### config.mk
export PLATFORM = sky130hd
export DESIGN_NAME = if_fetch_unit
export DESIGN_NICKNAME = d
export VERILOG_FILES = /design/src/rtl/if_fetch_unit.sv
export SDC_FILE = /design/constraint.sdc
export NUM_CORES = 1
export LEC_CHECK = 0
export BUFFER_PORTS_ARGS = -buffer_cell sky130_fd_sc_hd__buf_2
export CAP_MARGIN = 15
export CORE_MARGIN = 2
export CORE_UTILIZATION = 50
export DETAILED_ROUTE_END_ITERATION = 10
export PLACE_DENSITY = 0.78
export SLEW_MARGIN = 20
export SYNTH_ARGS = -nofsm -noshare
export SYNTH_HDL_FRONTEND = slang
export SYNTH_SLANG_ARGS = --single-unit
### constraint.sdc
create_clock -name clk -period 1.6 [get_ports clk]
set_input_delay 0.32 -clock clk [delete_from_list [all_inputs] [get_ports clk]]
set_output_delay 0.32 -clock clk [all_outputs]
set_load 0.005 [all_outputs]
### src/rtl/if_fetch_unit.sv
// Instruction-fetch stage: owns the PC and keeps at most one instruction-memory request in flight.
// It feeds {PC+1, instruction} to IF/ID, catches a fetch that lands during a stall in a one-entry skid, and flushes on redirect.
module if_fetch_unit #(
   parameter int unsigned       ADDR_W   = 12,
   parameter int unsigned       INSTR_W  = 19,
   parameter logic [ADDR_W-1:0] RESET_PC = '0
) (
   input  logic               clk,
   input  logic               rst,
   output logic               imem_req,
   output logic [ADDR_W-1:0]  imem_addr,
   input  logic               imem_ack,
   input  logic [INSTR_W-1:0] imem_rdata,
   input  logic               stall,
   input  logic               redirect_valid,
   input  logic [ADDR_W-1:0]  redirect_pc,
   output logic               out_valid,
   output logic [ADDR_W-1:0]  out_pc_plus1,
   output logic [INSTR_W-1:0] out_instruction
);

   typedef enum logic [1:0] {
      S_IDLE,
      S_FETCH,
      S_DRAIN,
      S_HOLD
   } state_e;

   state_e             state_q, state_d;
   logic [ADDR_W-1:0]  pc_q, pc_d;
   logic [ADDR_W-1:0]  drain_addr_q, drain_addr_d;
   logic               out_valid_q, out_valid_d;
   logic [ADDR_W-1:0]  out_pc1_q, out_pc1_d;
   logic [INSTR_W-1:0] out_instr_q, out_instr_d;
   logic [ADDR_W-1:0]  skid_pc1_q, skid_pc1_d;
   logic [INSTR_W-1:0] skid_instr_q, skid_instr_d;
   logic [ADDR_W-1:0]  pc_inc;
   logic               pending;

   // DRAIN keeps presenting the pre-redirect address while pc already holds the new target
   assign imem_req        = (state_q == S_FETCH) || (state_q == S_DRAIN);
   assign imem_addr       = (state_q == S_DRAIN) ? drain_addr_q : pc_q;
   assign out_valid       = out_valid_q;
   assign out_pc_plus1    = out_pc1_q;
   assign out_instruction = out_instr_q;
   assign pc_inc          = pc_q + ADDR_W'(1);
   assign pending         = imem_req && !imem_ack;

   always_comb begin
      state_d      = state_q;
      pc_d         = pc_q;
      drain_addr_d = drain_addr_q;
      out_valid_d  = out_valid_q;
      out_pc1_d    = out_pc1_q;
      out_instr_d  = out_instr_q;
      skid_pc1_d   = skid_pc1_q;
      skid_instr_d = skid_instr_q;

      if (redirect_valid) begin
         pc_d         = redirect_pc;
         out_valid_d  = 1'b0;
         out_pc1_d    = '0;
         out_instr_d  = '0;
         skid_pc1_d   = '0;
         skid_instr_d = '0;
         if (pending) begin
            state_d      = S_DRAIN;
            drain_addr_d = imem_addr;
         end else begin
            state_d = S_FETCH;
         end
      end else begin
         unique case (state_q)
            S_IDLE: begin
               state_d = S_FETCH;
            end
            S_FETCH: begin
               if (imem_ack) begin
                  pc_d = pc_inc;
                  if (stall) begin
                     skid_pc1_d   = pc_inc;
                     skid_instr_d = imem_rdata;
                     state_d      = S_HOLD;
                  end else begin
                     out_valid_d = 1'b1;
                     out_pc1_d   = pc_inc;
                     out_instr_d = imem_rdata;
                  end
               end else if (!stall) begin
                  out_valid_d = 1'b0;
                  out_pc1_d   = '0;
                  out_instr_d = '0;
               end
            end
            S_DRAIN: begin
               if (imem_ack) begin
                  state_d = S_FETCH;
               end
            end
            S_HOLD: begin
               if (!stall) begin
                  out_valid_d  = 1'b1;
                  out_pc1_d    = skid_pc1_q;
                  out_instr_d  = skid_instr_q;
                  skid_pc1_d   = '0;
                  skid_instr_d = '0;
                  state_d      = S_FETCH;
               end
            end
            default: begin
               state_d = S_IDLE;
            end
         endcase
      end
   end

   always_ff @(posedge clk) begin
      if (!rst) begin
         state_q      <= S_IDLE;
         pc_q         <= RESET_PC;
         drain_addr_q <= '0;
         out_valid_q  <= 1'b0;
         out_pc1_q    <= '0;
         out_instr_q  <= '0;
         skid_pc1_q   <= '0;
         skid_instr_q <= '0;
      end else begin
         state_q      <= state_d;
         pc_q         <= pc_d;
         drain_addr_q <= drain_addr_d;
         out_valid_q  <= out_valid_d;
         out_pc1_q    <= out_pc1_d;
         out_instr_q  <= out_instr_d;
         skid_pc1_q   <= skid_pc1_d;
         skid_instr_q <= skid_instr_d;
      end
   end

endmodule

==> flow_metrics.py <==
metrics = {
    "run_status": {
        "outcome": "finished, violations left",
        "violations": "setup timing",
    },
    "timing": {
        "slew_headroom_pct": 65.5,
        "slew_viol_final": 0,
        "worst_pin_slew_ps": 513,
        "finalCritPeriodShare_pct": 119,
        "timing.hold.ws_ps": 184,
        "period_needed_ps": 1910,
        "setup_viol": 84,
        "hold_viol": 0,
        "fin_ws_ps": -308,
        "skew_ps": 12.7,
        "fmax_mhz": 524,
        "rsz0062_at_grt": "yes",
    },
    "clock_tree": {
        "clk_pin_slew_worst_paths_ps": 90,
        "cts.sinks": 89,
        "insertion_delay_ps": 370,
        "clockBufferDepth": 2,
        "htree_num_levels": 3,
        "cts_tree": "built",
        "numCtsBuffers": 9,
        "clockRootBuffer": "clkbuf_8",
    },
    "hold_path": {
        "hold_path_depth": 2,
        "min_path_type": "in -> reg",
    },
    "run": {
        "cap_viol_max_count": 0,
    },
    "worst_setup_path": {
        "reg2reg_depth": 10,
        "worst_ep_required_time_ps": 1280,
        "worst_r2r_endpoint": "skid_instr_q[5]",
        "cp-startpoint": "state_q[1]",
        "cp.arrival_ps": 1590,
        "path_class": "reg -> out",
        "crit_path_start_kind": "flop",
        "worst-path-max-fanout": 6,
        "cp-end-kind": "output port",
        "r2r-start": "state_q[1]",
        "reg2reg_slack_ps": -280,
        "crit_path_end": "imem_addr[4]",
    },
    "logic_synthesis": {
        "synth_largest_area_cell": "dfxtp_1",
        "synth_seq_cells": 89,
        "synth_top_family_by_area": "simple AND/OR/NAND/NOR gates",
        "synth_nets": 508,
        "async_reset_ff_share_pct": 0,
        "synthAdderAreaFrac_pct": 1.21,
        "synthSimpleGateAreaFrac_pct": 21.6,
        "synthXorXnorAreaFrac_pct": 2.76,
        "avgSynthCellArea_sq_um": 8.83,
        "synth_compound_area_share_pct": 18.3,
        "synth_edf_count": 0,
        "netlist_top_cells_area": "dfxtp_1, nor2_1, a21oi_1",
        "ys.flop_type": "dfxtp_1",
        "yosysUniqueCellTypes": 48,
        "synthMuxAreaShare_pct": 6.66,
        "yosys_warnings": 0,
        "syn_inst": 468,
        "ys_seq_area_share_pct": 43.1,
        "netlist.area_leader.share_pct": 43.1,
        "syn_area_sq_um": 4130,
    },
    "die": {
        "die-area_sq_um": 9010,
        "core_sq_um": 8090,
        "io_pins": 81,
        "row_count": 33,
        "fp.dieW_microns": 94.9,
        "initial_core_util_pct": 51.1,
        "die_y_microns": 94.9,
    },
    "place": {
        "hpwlAfterDp_microns": 7030,
        "dp_worst_setup_slack_ps": -202,
        "routabilityCongestion": 0.840,
        "port_buffers": 80,
    },
    "cells_and_area": {
        "syn_to_final_growth_pct": 55.1,
        "layout_common_cells": "dfxtp_1, buf_2, nor2_1, buf_4, buf_6",
        "drive_gt1_share_pct": 49.4,
        "diodes": 0,
        "utilization_pct": 79.2,
        "final_common_cell": "dfxtp_1",
        "final_nets": 632,
    },
    "global_route": {
        "grt_overflow": 0,
        "grt_use_total_pct": 24.3,
        "grt_pass1_wl_microns": 17100,
        "antenna_found_initial": 0,
        "grt_max_degree": 48,
        "grt_pass1_vias": 3546,
    },
    "power": {
        "pwr-share-seq_pct": 40.3,
        "irDropWorstVdd_mv": 0.658,
        "p_sw_share_pct": 29.9,
        "p_leak_nw": 2.54,
        "p_int_mw": 4.13,
        "p_clk_share_pct": 32.7,
        "comb_power_share_pct": 27.0,
        "powerDensity_nw_per_um2": 920,
        "switchingPower_mw": 1.76,
    },
    "route": {
        "first_pass_iters": 5,
        "routed_wl_microns": 15200,
        "drtIter0Drc": 327,
        "final_antenna_net_count": 0,
        "drc": 0,
        "wl_per_cell_microns": 21.7,
        "vias": 4341,
        "detail_route.vias_per_cell": 6.18,
    },
}
[through the flow]
step / cell area (sq um) / instances / setup TNS, ps / power, mW
floorplan: 4140 / 468 / 0 / 2.96
global placement: 4800 / 645 / -4000 / 3.26
detailed placement: 4800 / 645 / -8380 / 3.29
CTS: 5150 / 667 / -3450 / 5.22
global route: 6410 / 702 / -19450 / 6.06
finish: 6410 / 702 / -15830 / 5.90
[worst min-delay path by stage]
stage,startpoint,to
4_1_cts,redirect_pc[3],pc_q[3]
2_1_floorplan,skid_pc1_q[10],skid_pc1_q[10]
5_1_grt,redirect_pc[4],pc_q[4]
3_3_place_gp,skid_pc1_q[10],skid_pc1_q[10]
6_report,redirect_pc[4],pc_q[4]
3_5_place_dp,skid_pc1_q[5],skid_pc1_q[5]
[cell families (layout without fill, tap and decap cells)]
kind of cell,Yosys count,count (layout)
AND/OR/NAND/NOR,167,169
AO/OA/AOI/OAI,121,121
flip-flops,89,89
buffers and inverters,48,175
multiplexers,26,26
XOR/XNOR,13,13
adder cells (fa/ha/maj),4,4
[power by group through the flow]
stage               combinational (mW)  clock (mW)  sequential (mW)
finish                            1.59        1.93             2.38
global route                      1.66        2.02             2.38
CTS                              0.956        1.90             2.36
detailed placement               0.879           0             2.41
global placement                 0.859           0             2.40
floorplan                        0.567           0             2.39
[flip-flops by register name (all words and copies together) (netlist names)]
| name | cells |
|---|---|
| pc_q | 12 |
| state_q | 2 |
| skid_pc1_q | 12 |
| drain_addr_q | 12 |
| out_instruction | 19 |
| skid_instr_q | 19 |
| out_pc_plus1 | 12 |
| out_valid | 1 |
[repair_timing]
item	CTS	global route
hold endpoints to repair	0	0
hold buffers	0	0
resized for setup	14	172
pin swaps	2	61
setup buffers	4	25
cloned	2	10
endpoints found under the setup margin	71	74
[cell type report]
cell class | count | area (sq um)
Sequential cell | 89 | 1790
Multi-Input combinational cell | 333 | 2800
Clock inverter | 6 | 115
Timing Repair Buffer | 153 | 1420
Tap cell | 105 | 131
Clock buffer | 10 | 128
Inverter | 6 | 25.0
Fill cell | 462 | 1680
[metal layers]
layer | vias to the layer above | routed length (microns) | GRT usage (%)
met3 | 66 | 1170 | 5.91
met4 | 0 | 606 | 7.85
li1 | 1939 | - | -
met1 | 2076 | 5890 | 30.9
met2 | 260 | 7570 | 40.6
met5 | - | 0 | 0
[worst max-delay path, stage by stage (launching register included)]
cell and delay, ps:
dfxtp_2 340, buf_6 110, ha_4 170, clkbuf_16 160
mux2_4 320, buf_6 120
[Yosys cell counts (3+ instances only)]
cell type,number
o21ai_0,30
nor2_1,65
a21oi_1,44
a211oi_1,3
a221oi_1,21
buf_6,6
inv_1,5
nor4_1,3
nand3_1,9
o21a_1,4
ha_1,4
or3_1,3
a22oi_1,5
dfxtp_1,89
nand2b_1,3
nor3b_1,21
nand2_1,16
nand4_1,3
clkbuf_1,13
mux2_2,12
xnor2_1,12
buf_4,4
buf_2,17
mux2i_1,14
nor3_1,32
o31ai_1,4
(Power assumes the default switching activity.)
